==> src/rtl/display_writer_pkg.sv <==
// Shared constants, state encoding and DIN packing for the display RAM writer.
package display_writer_pkg;

    localparam int          NDIGITS        = 8;
    localparam int          DIN_EN         = 5;
    localparam int          DIN_BCD_HI     = 4;
    localparam int          DIN_BCD_LO     = 1;
    localparam int          DIN_DP         = 0;
    localparam int unsigned MAX_VALUE_DFLT = 99_999_999;

    typedef enum logic [1:0] {
        IDLE    = 2'd0,
        CONVERT = 2'd1,
        WRITE   = 2'd2,
        DONE    = 2'd3
    } state_t;

    function automatic logic [5:0] pack_din(input logic en, input logic [3:0] digit, input logic dp);
        logic [5:0] d;
        d                        = '0;
        d[DIN_EN]                = en;
        d[DIN_BCD_HI:DIN_BCD_LO] = digit;
        d[DIN_DP]                = dp;
        return d;
    endfunction

endpackage

==> src/rtl/bin_to_bcd_seq.sv <==
// Iterative double-dabble: one add-3/shift step per cycle, VALUE_W steps per load.
// bcd/valid look ahead to the result of the current step so the caller can act on the final edge.
module bin_to_bcd_seq
    import display_writer_pkg::*;
#(
    parameter int VALUE_W = 27
) (
    input  logic               clk,
    input  logic               rst,
    input  logic               load,
    input  logic [VALUE_W-1:0] bin,
    output logic [31:0]        bcd,
    output logic               valid
);

    localparam int CW = $clog2(VALUE_W);

    logic [VALUE_W-1:0]    sh_r, sh_n;
    logic [31:0]           bcd_r, adj;
    logic [31+VALUE_W:0]   cat;
    logic [CW-1:0]         cnt;
    logic                  run;

    always_comb begin
        adj = bcd_r;
        for (int i = 0; i < NDIGITS; i++) begin
            if (bcd_r[4*i +: 4] >= 4'd5)
                adj[4*i +: 4] = bcd_r[4*i +: 4] + 4'd3;
        end
        cat   = {adj, sh_r} << 1;
        bcd   = cat[31+VALUE_W -: 32];
        sh_n  = cat[VALUE_W-1:0];
        valid = run && (cnt == CW'(VALUE_W - 1));
    end

    always_ff @(posedge clk) begin
        if (!rst) begin
            sh_r  <= '0;
            bcd_r <= '0;
            cnt   <= '0;
            run   <= 1'b0;
        end else if (load) begin
            sh_r  <= bin;
            bcd_r <= '0;
            cnt   <= '0;
            run   <= 1'b1;
        end else if (run) begin
            sh_r  <= sh_n;
            bcd_r <= bcd;
            cnt   <= cnt + 1'b1;
            if (valid)
                run <= 1'b0;
        end
    end

endmodule

==> src/rtl/display_writer.sv <==
// Converts a binary value to 8 BCD digits and writes them, LSD first, into the display RAM.
module display_writer
    import display_writer_pkg::*;
#(
    parameter int          VALUE_W   = 27,
    parameter int unsigned MAX_VALUE = MAX_VALUE_DFLT
) (
    input  logic               clk,
    input  logic               rst,
    input  logic               start,
    input  logic [VALUE_W-1:0] value,
    input  logic [7:0]         dp_mask,
    input  logic               blank_lz,
    output logic               W,
    output logic [2:0]         WADD,
    output logic [5:0]         DIN,
    output logic               busy,
    output logic               done,
    output logic               ovf
);

    state_t       state, state_nxt;
    logic         accept, cvt_last, blz_r, any;
    logic [7:0]   dp_r, en_r, en_c;
    logic [31:0]  bcd_seq, fin, res;
    logic [2:0]   widx;

    bin_to_bcd_seq #(.VALUE_W(VALUE_W)) u_b2b (
        .clk   (clk),
        .rst   (rst),
        .load  (accept),
        .bin   (value),
        .bcd   (bcd_seq),
        .valid (cvt_last)
    );

    always_comb begin
        state_nxt = state;
        accept    = 1'b0;
        case (state)
            IDLE:    if (start) begin accept = 1'b1; state_nxt = CONVERT; end
            CONVERT: if (cvt_last) state_nxt = WRITE;
            WRITE:   if (WADD == 3'd7) state_nxt = DONE;
            DONE: begin
                if (start) begin accept = 1'b1; state_nxt = CONVERT; end
                else       state_nxt = IDLE;
            end
            default: state_nxt = IDLE;
        endcase
    end

    // Saturation and leading-zero enables, evaluated on the final conversion step.
    always_comb begin
        fin  = ovf ? {NDIGITS{4'h9}} : bcd_seq;
        any  = 1'b0;
        en_c = '0;
        for (int i = NDIGITS - 1; i >= 0; i--) begin
            any     = any | (fin[4*i +: 4] != 4'h0);
            en_c[i] = !blz_r || (i == 0) || any;
        end
        widx = WADD + 3'd1;
    end

    always_ff @(posedge clk) begin
        if (!rst) begin
            state <= IDLE;
            W     <= 1'b0;
            WADD  <= '0;
            DIN   <= '0;
            busy  <= 1'b0;
            done  <= 1'b0;
            ovf   <= 1'b0;
            dp_r  <= '0;
            blz_r <= 1'b0;
            en_r  <= '0;
            res   <= '0;
        end else begin
            state <= state_nxt;
            busy  <= (state_nxt == CONVERT) || (state_nxt == WRITE);
            done  <= (state_nxt == DONE);
            W     <= (state_nxt == WRITE);
            if (accept) begin
                ovf   <= (value > VALUE_W'(MAX_VALUE));
                dp_r  <= dp_mask;
                blz_r <= blank_lz;
            end
            if (state == CONVERT && cvt_last) begin
                res  <= fin;
                en_r <= en_c;
                WADD <= 3'd0;
                DIN  <= pack_din(en_c[0], fin[3:0], dp_r[0]);
            end else if (state == WRITE && WADD != 3'd7) begin
                WADD <= widx;
                DIN  <= pack_din(en_r[widx], res[4*widx +: 4], dp_r[widx]);
            end
        end
    end

endmodule
==> config.mk <==
export PLATFORM = sky130hd
export DESIGN_NAME = display_writer
export DESIGN_NICKNAME = d
export VERILOG_FILES = /design/src/rtl/display_writer_pkg.sv /design/src/rtl/bin_to_bcd_seq.sv /design/src/rtl/display_writer.sv
export SDC_FILE = /design/constraint.sdc
export NUM_CORES = 1
export LEC_CHECK = 0
export BUFFER_PORTS_ARGS = -buffer_cell sky130_fd_sc_hd__buf_2
export CAP_MARGIN = 40
export CELL_PAD_IN_SITES_DETAIL_PLACEMENT = 1
export CELL_PAD_IN_SITES_GLOBAL_PLACEMENT = 2
export CORE_MARGIN = 3
export CORE_UTILIZATION = 37
export DETAILED_ROUTE_END_ITERATION = 8
export GPL_ROUTABILITY_DRIVEN = 0
export PLACE_DENSITY = 0.79
export SLEW_MARGIN = 20
export SYNTH_ARGS = -nofsm -noshare
export SYNTH_HDL_FRONTEND = slang
export SYNTH_HIERARCHICAL = 1
export SYNTH_SLANG_ARGS = --single-unit
==> constraint.sdc <==
create_clock -name clk -period 2.45 [get_ports clk]
set_input_delay 0.6125 -clock clk [delete_from_list [all_inputs] [get_ports clk]]
set_output_delay 0.6125 -clock clk [all_outputs]
set_load 0.1 [all_outputs]
== Yosys cells after proc, flatten, opt, wreduce, memory -nomap -nowiden ==
Index checks and enable logic that the tools add are counted.

* Word-level logic and storage cells: 104
* Flip-flop bits (word level): 129

* Muxes and demuxes: 27
* Bitwise logic cells: 7
* Shift-type cells: 1
* $lt $le $gt $ge: 10
* Reduce and logical (&&, ||, !) cells: 25
* $add $sub $neg: 10
* Equal/unequal tests: 9

{| class="wikitable"
|+ Operators by type and width
! kind !! number
|-
| $mux W27 || 2
|-
| $ge A4 B3 Y1 const B || 8
|-
| $mux W32 || 1
|-
| $shiftx A32 B6 Y4 || 1
|-
| $add A4 B2 Y4 const B || 7
|-
| $mux W4 || 7
|-
| $reduce_bool A4 Y1 || 7
|-
| $gt A27 B27 Y1 const B || 1
|-
| $mux W6 || 2
|-
| $eq A2 B2 Y1 const B || 4
|-
| $logic_or A1 B1 Y1 || 8
|-
| $mux W1 || 8
|-
| $pmux W2 S4 || 1
|-
| $bmux W1 S3 || 2
|-
| $mux W2 || 3
|-
| $or A1 B1 Y1 || 6
|-
| $reduce_or A2 Y1 || 3
|-
| $add A5 B1 Y5 const B || 1
|-
| $eq A5 B5 Y1 const B || 1
|-
| $eq A2 B1 Y1 const B || 2
|-
| $lt A3 B4 Y1 const B || 1
|-
| $reduce_bool A2 Y1 || 2
|-
| $add A3 B1 Y3 const B || 1
|-
| $add A3 B2 Y3 const B || 1
|-
| 7 further kinds || 9
|}

== Longest topological paths before layout ==
* Depth in word-level cells: 11
* Gate-level depth with buffers: 10

== Cells and area by module ==
Netlist, hierarchy kept.

{| class="wikitable"
|+ Modules (own cells, without submodules)
! module !! cells an instance !! area each (um2) !! seq. area each (um2) !! times used
|-
| bin_to_bcd_seq || 442 || 3638.5 || 1301.2 || 1
|-
| display_writer || 310 || 2870.3 || 1281.2 || 1
|}

== Least setup slack after synthesis ==
OpenSTA, ideal clock, no wires.

* Kind: flip-flop to flip-flop
* From: register WADD[1]
* To: register DIN[2]
* Data arrival time: 2345 ps
* Required time: 2328 ps
* Path slack: -17 ps
* Cell stages (with the launch flop): 7
* Cell sequence: dfxtp_1 ha_1 buf_2 mux4_2 mux2_2 o21ai_0 a21oi_1

* Cells in the longest elaborated chain, start to end: 4

{| class="wikitable"
|+ Ends and longest elaborated chain
! element !! line !! source
|-
| start: declaration || display_writer.sv:15 || <nowiki>output logic [2:0] WADD,</nowiki>
|-
| start signal: assignment || display_writer.sv:93 || <nowiki>WADD <= widx;</nowiki>
|-
| $add A3 B1 Y3 || display_writer.sv:61 || <nowiki>widx = WADD + 3'd1;</nowiki>
|-
| named net widx[1] || display_writer.sv:26 || <nowiki>logic [2:0] widx;</nowiki>
|-
| $shiftx A32 B6 Y4 || display_writer.sv:94 || <nowiki>DIN <= pack_din(en_r[widx], res[4*widx +: 4], dp_r[widx]);</nowiki>
|-
| $mux W6 || display_writer.sv:92 || <nowiki>end else if (state == WRITE && WADD != 3'd7) begin</nowiki>
|-
| $mux W6 || display_writer.sv:87 || <nowiki>if (state == CONVERT && cvt_last) begin</nowiki>
|-
| end signal: assignment || display_writer.sv:91 || <nowiki>DIN <= pack_din(en_c[0], fin[3:0], dp_r[0]);</nowiki>
|-
| end signal: assignment || display_writer.sv:94 ||
|-
| end: declaration || display_writer.sv:16 || <nowiki>output logic [5:0] DIN,</nowiki>
|}

The timed path passes the listed nets, and every way through them passes these cells. The select of a mux whose other input is x is not followed.
A chain may end at the register's enable or synchronous reset.

== Worst setup path after layout ==
* From: register u_b2b.bcd_r[29]
* To: register en_r[1]

* Cells in the longest elaborated chain, start to end: 11

{| class="wikitable"
|+ Ends and longest elaborated chain
! element !! line !! source
|-
| start: declaration || bin_to_bcd_seq.sv:19 || <nowiki>logic [31:0] bcd_r, adj;</nowiki>
|-
| start signal: assignment || bin_to_bcd_seq.sv:39 || <nowiki>bcd_r <= '0;</nowiki>
|-
| start signal: assignment || bin_to_bcd_seq.sv:44 || <nowiki>bcd_r <= '0;</nowiki>
|-
| start signal: assignment || bin_to_bcd_seq.sv:49 || <nowiki>bcd_r <= bcd;</nowiki>
|-
| $ge A4 B3 Y1 or $add A3 B2 Y3 (tied branches) || bin_to_bcd_seq.sv:27, bin_to_bcd_seq.sv:28 ||
|-
| $mux W3 (*) || bin_to_bcd_seq.sv:27 || <nowiki>if (bcd_r[4*i +: 4] >= 4'd5)</nowiki>
|-
| named net bcd_seq[30] || display_writer.sv:25 || <nowiki>logic [31:0] bcd_seq, fin, res;</nowiki>
|-
| $mux W32 (*) || display_writer.sv:54 || <nowiki>fin = ovf ? {NDIGITS{4'h9}} : bcd_seq;</nowiki>
|-
| $reduce_bool A4 Y1 (*) || display_writer.sv:58 || <nowiki>any = any | (fin[4*i +: 4] != 4'h0);</nowiki>
|-
| $or A1 B1 Y1 (*) (6 in series) || display_writer.sv:58 ||
|-
| $logic_or A1 B1 Y1 (*) || display_writer.sv:59 || <nowiki>en_c[i] = !blz_r || (i == 0) || any;</nowiki>
|-
| end signal: assignment || display_writer.sv:89 || <nowiki>en_r <= en_c;</nowiki>
|-
| end: declaration || display_writer.sv:24 || <nowiki>logic [7:0] dp_r, en_r, en_c;</nowiki>
|}

The timed path passes the listed nets; every way through them passes the cells marked *.

==> flow_summary.toml <==
[cts]
cts_num_sinks = 129
cts_tree = "done"
tritoncts.num_buffers = 17
htree_levels = 4
clock_latency_reported_for_the_late_side_of_the_worst_skew_pair_ns = 0.42
ctsRootBufferMaster = "sky130_fd_sc_hd__clkbuf_16"
clockBufferDepth = 2
clkSlewWorstSetupHoldPaths_ns = 0.06
cts_hold_buffers = 0

[global_routing]
grt_max_degree = 90
grt_overflow_total = 0
first_global_vias = 5786
groute.usage.overall = 0.188
global_route_wire_length_before_repair_mm = 29.8
antenna_violations_before_repair = 0

[place]
portBuffers = 51
placement.setup.worst_slack_ns = -0.0747
dp_hpwl_mm = 12.7
dp.cells = 994
area_of_placed_instances_sq_um = 6990

[logic_synthesis]
synth_top_family_by_area = "simple AND/OR/NAND/NOR gates"
count_of_flip_flops_with_a_built_in_enable_after_synthesis = 0
syn_nets = 817
syn_avg_cell_area_sq_um = 8.66
area_share_of_xor_xnor_cells_in_the_synthesized_design = 0.0175
synthArstFlopShare = 0
netlist.top_cell.by_area = "sky130_fd_sc_hd__dfxtp_1"
synthTopCellsByArea = "sky130_fd_sc_hd__dfxtp_1, sky130_fd_sc_hd__mux2i_1, sky130_fd_sc_hd__nand2_1"
synth_compound_gate_area_share = 0.178
yosysUniqueCellTypes = 54
synth_largest_type_area_fraction = 0.397
ys_ff_latch = 129
syn_area_sq_um = 6510
ys.flop_type = "sky130_fd_sc_hd__dfxtp_1"
synth_warnings = 6
syn-instance-count = 752
synth_mux_area_frac = 0.101
synth.yosys.seq_area_share = 0.397
post_synth_fa_ha_maj_area_fraction = 0.0500
simple_gate_share_of_the_synthesized_area = 0.206

[sta]
final.period_utilization = 0.931
report.final.setup_viol = 0
setup_slack_after_layout_ns = 0.168
fin_skew_ns = 0.00748
grt_setup_unrepaired = "no"
max_freq_mhz = 438
worstMarginPinSlew_ns = 0.512
slew_headroom = 0.659
shortest_clock_period_the_worst_path_allows_after_layout_ns = 2.28
timing_hold_violations_final = 0
hold-worst-slack_ns = 0.434
finalSetupTns_ns = 0
slew_viol_final = 0

[floorplanning]
floorplan.die.height_um = 139
floorplan.core_area_sq_um = 16900
initial_util = 0.386
ioPinCount = 52
design.die.area_sq_um = 19200
die_width_um = 139
row_count = 47

[worst_setup_path]
worstSetupEndpointType = "register"
timing.critical_path.from_type = "register"
worstPathMaxFanout = 5
timing.critical_path.arrival_ns = 2.58
worst-endpoint-required_ns = 2.74
startpoint_to_endpoint_class_of_the_critical_path = "reg2reg"

[routing]
finalWirelength_mm = 17.8
drt_pass1_iterations = 6
antenna_nets_post_route = 0
route.vias.total = 5500
initialDrtViolationCount = 254
route.detailed.drc = 0
route.detailed.vias_per_inst = 5.36
post_drt_wl_per_cell_um = 17.4

[cells_and_area]
layout-drive-gt1-share = 0.194
design.final.nets = 859
finish.cell_count_without_fillers = 1026
antenna-diode-count = 0
syn2layout_area_growth_pct = 19.5
utilization = 0.461
filler_cell_count = 1934
fin_area_sq_um = 7780
layout.area.seq_sq_um = 2590
multiInputGateArea_sq_um = 3690

[run]
drv_cap = 0

[pwr]
max_vdd_drop_mv = 0.504
design_power_total_mw = 5.86
pwr-share-clk = 0.501
power_leakage_nw = 3.10
comb_power_share = 0.117
switching_power_mw = 1.45
seq_power_share = 0.383
netSwitchingFraction = 0.248
power.density_nw_per_um2 = 754
int_pwr_mw = 4.41

[min_path]
min_path_type = "in2reg"

[outcome]
status = "completed"
==> synth_stat cells, drive strengths merged, types with 2 or more instances <==
cell / instances
o21a: 7
a31o: 7
nor2b: 14
xnor2: 10
a311oi: 9
xor2: 3
o22ai: 2
nor4b: 3
ha: 26
mux4: 10
mux2i: 41
clkbuf: 21
a21boi: 2
mux2: 2
a221oi: 2
and2: 31
or3: 2
nand2: 99
nand3b: 3
nor2: 66
nor3: 32
a211oi: 12
dfxtp: 129
o21ai: 55
inv: 22
nand4: 9
nor4: 3
a22o: 14
a21o: 7
a31oi: 11
nor3b: 2
nand2b: 11
a21oi: 47
buf: 26
or4: 2
==> sequential cells by signal (all words and copies together), names as in the netlist, 2 cells and up <==
signal       cells
res             32
dp_r             8
DIN              6
state            2
en_r             8
u_b2b/cnt        5
WADD             3
u_b2b/bcd_r     32
u_b2b/sh_r      27
==> critical path, stage by stage (launching register included) <==
cell and delay, ns:
sky130_fd_sc_hd__dfxtp_1 0.30, sky130_fd_sc_hd__inv_1 0.08, sky130_fd_sc_hd__ha_1 0.20, sky130_fd_sc_hd__nand2b_1 0.21, sky130_fd_sc_hd__a21oi_4 0.20, sky130_fd_sc_hd__mux2i_1 0.13, sky130_fd_sc_hd__nor4b_2 0.32, sky130_fd_sc_hd__and4b_1 0.27
sky130_fd_sc_hd__nand4_1 0.19, sky130_fd_sc_hd__nor2_2 0.17, sky130_fd_sc_hd__a21oi_1 0.08
==> power by group through the flow <==
stage | Clock, mW | Combinational, mW | Sequential, mW
after floorplan | 0 | 0.457 | 2.29
after global placement | 0 | 0.631 | 2.28
after detailed placement | 0 | 0.659 | 2.29
after CTS | 2.99 | 0.665 | 2.24
after global routing | 3.09 | 0.760 | 2.26
final | 2.94 | 0.684 | 2.25
==> timing repair <==
action | in CTS | in global routing
hold endpoints to repair | 0 | 0
endpoints found under the setup margin | 3 | 3
cloned | 0 | 0
gates resized for setup | 2 | 25
buffers inserted | 0 | 1
pin swaps | 0 | 9
==> logic make-up (layout without fill, tap and decap cells) <==
family,after synthesis,count (layout)
AND/OR/NAND/NOR,281,281
AO/OA/AOI/OAI,180,180
flip-flops,129,129
buffers and inverters,70,124
multiplexers,53,53
adder cells (fa/ha/maj),26,26
XOR/XNOR,13,13
==> layout make-up <==
type                       count  share of cell area
timing repair buffer          70              0.0576
sequential                   129               0.334
tap                          220              0.0354
inverter                      23              0.0114
clock buffer                  18              0.0579
multi-input combinational    553               0.474
clock inverter                13              0.0298
==> worst paths after layout <==
check,end,start,depth (start not counted),slack (ns)
worst max-delay path,en_r[1]$_SDFFE_PN0P_,u_b2b/bcd_r[29]$_SDFFE_PP0P_,10,0.17
worst min-delay path,dp_r[2]$_SDFFE_PN0P_,dp_mask[2],3,0.43
worst max register to register,en_r[1]$_SDFFE_PN0P_,u_b2b/bcd_r[29]$_SDFFE_PP0P_,10,0.17
worst min register to register,dp_r[4]$_SDFFE_PN0P_,dp_r[4]$_SDFFE_PN0P_,2,0.46
==> metal layers <==
metal / track usage / share of wire / routed length, um / up-vias
li1: - / - / - / 2729
met1: 0.235 / 0.47 / 8320 / 2669
met2: 0.320 / 0.48 / 8590 / 74
met3: 0.0421 / 0.031 / 559 / 28
met4: 0.0664 / 0.020 / 356 / 0
met5: 0 / 0 / 0 / -
==> layout by cell type (no fill, tap or decap), types with 3 or more instances in the layout <==
master,synthesis,layout
sky130_fd_sc_hd__a31oi_1,11,11
sky130_fd_sc_hd__a22o_1,14,14
sky130_fd_sc_hd__o21ai_0,54,54
sky130_fd_sc_hd__mux2i_1,41,41
sky130_fd_sc_hd__nand2_1,99,99
sky130_fd_sc_hd__xnor2_1,10,10
sky130_fd_sc_hd__nand4_1,9,9
sky130_fd_sc_hd__buf_12,0,4
sky130_fd_sc_hd__xor2_1,3,3
sky130_fd_sc_hd__ha_1,26,23
sky130_fd_sc_hd__clkbuf_16,0,18
sky130_fd_sc_hd__bufinv_16,0,6
sky130_fd_sc_hd__nor2b_1,14,12
sky130_fd_sc_hd__a31o_2,7,7
sky130_fd_sc_hd__nand3b_1,3,3
sky130_fd_sc_hd__nor3_1,32,32
sky130_fd_sc_hd__a211oi_1,12,12
sky130_fd_sc_hd__o21a_1,7,7
sky130_fd_sc_hd__a311oi_1,9,9
sky130_fd_sc_hd__buf_2,10,51
sky130_fd_sc_hd__dfxtp_1,129,121
sky130_fd_sc_hd__buf_4,6,15
sky130_fd_sc_hd__inv_2,1,4
sky130_fd_sc_hd__dfxtp_2,0,7
sky130_fd_sc_hd__inv_1,21,17
sky130_fd_sc_hd__a21o_1,7,7
sky130_fd_sc_hd__a21oi_2,7,6
sky130_fd_sc_hd__mux4_2,10,10
sky130_fd_sc_hd__and2_1,31,31
sky130_fd_sc_hd__nand2b_1,10,9
sky130_fd_sc_hd__nor2_1,66,65
sky130_fd_sc_hd__a21oi_1,40,39
Note: power is estimated with default switching activity, not from simulation.
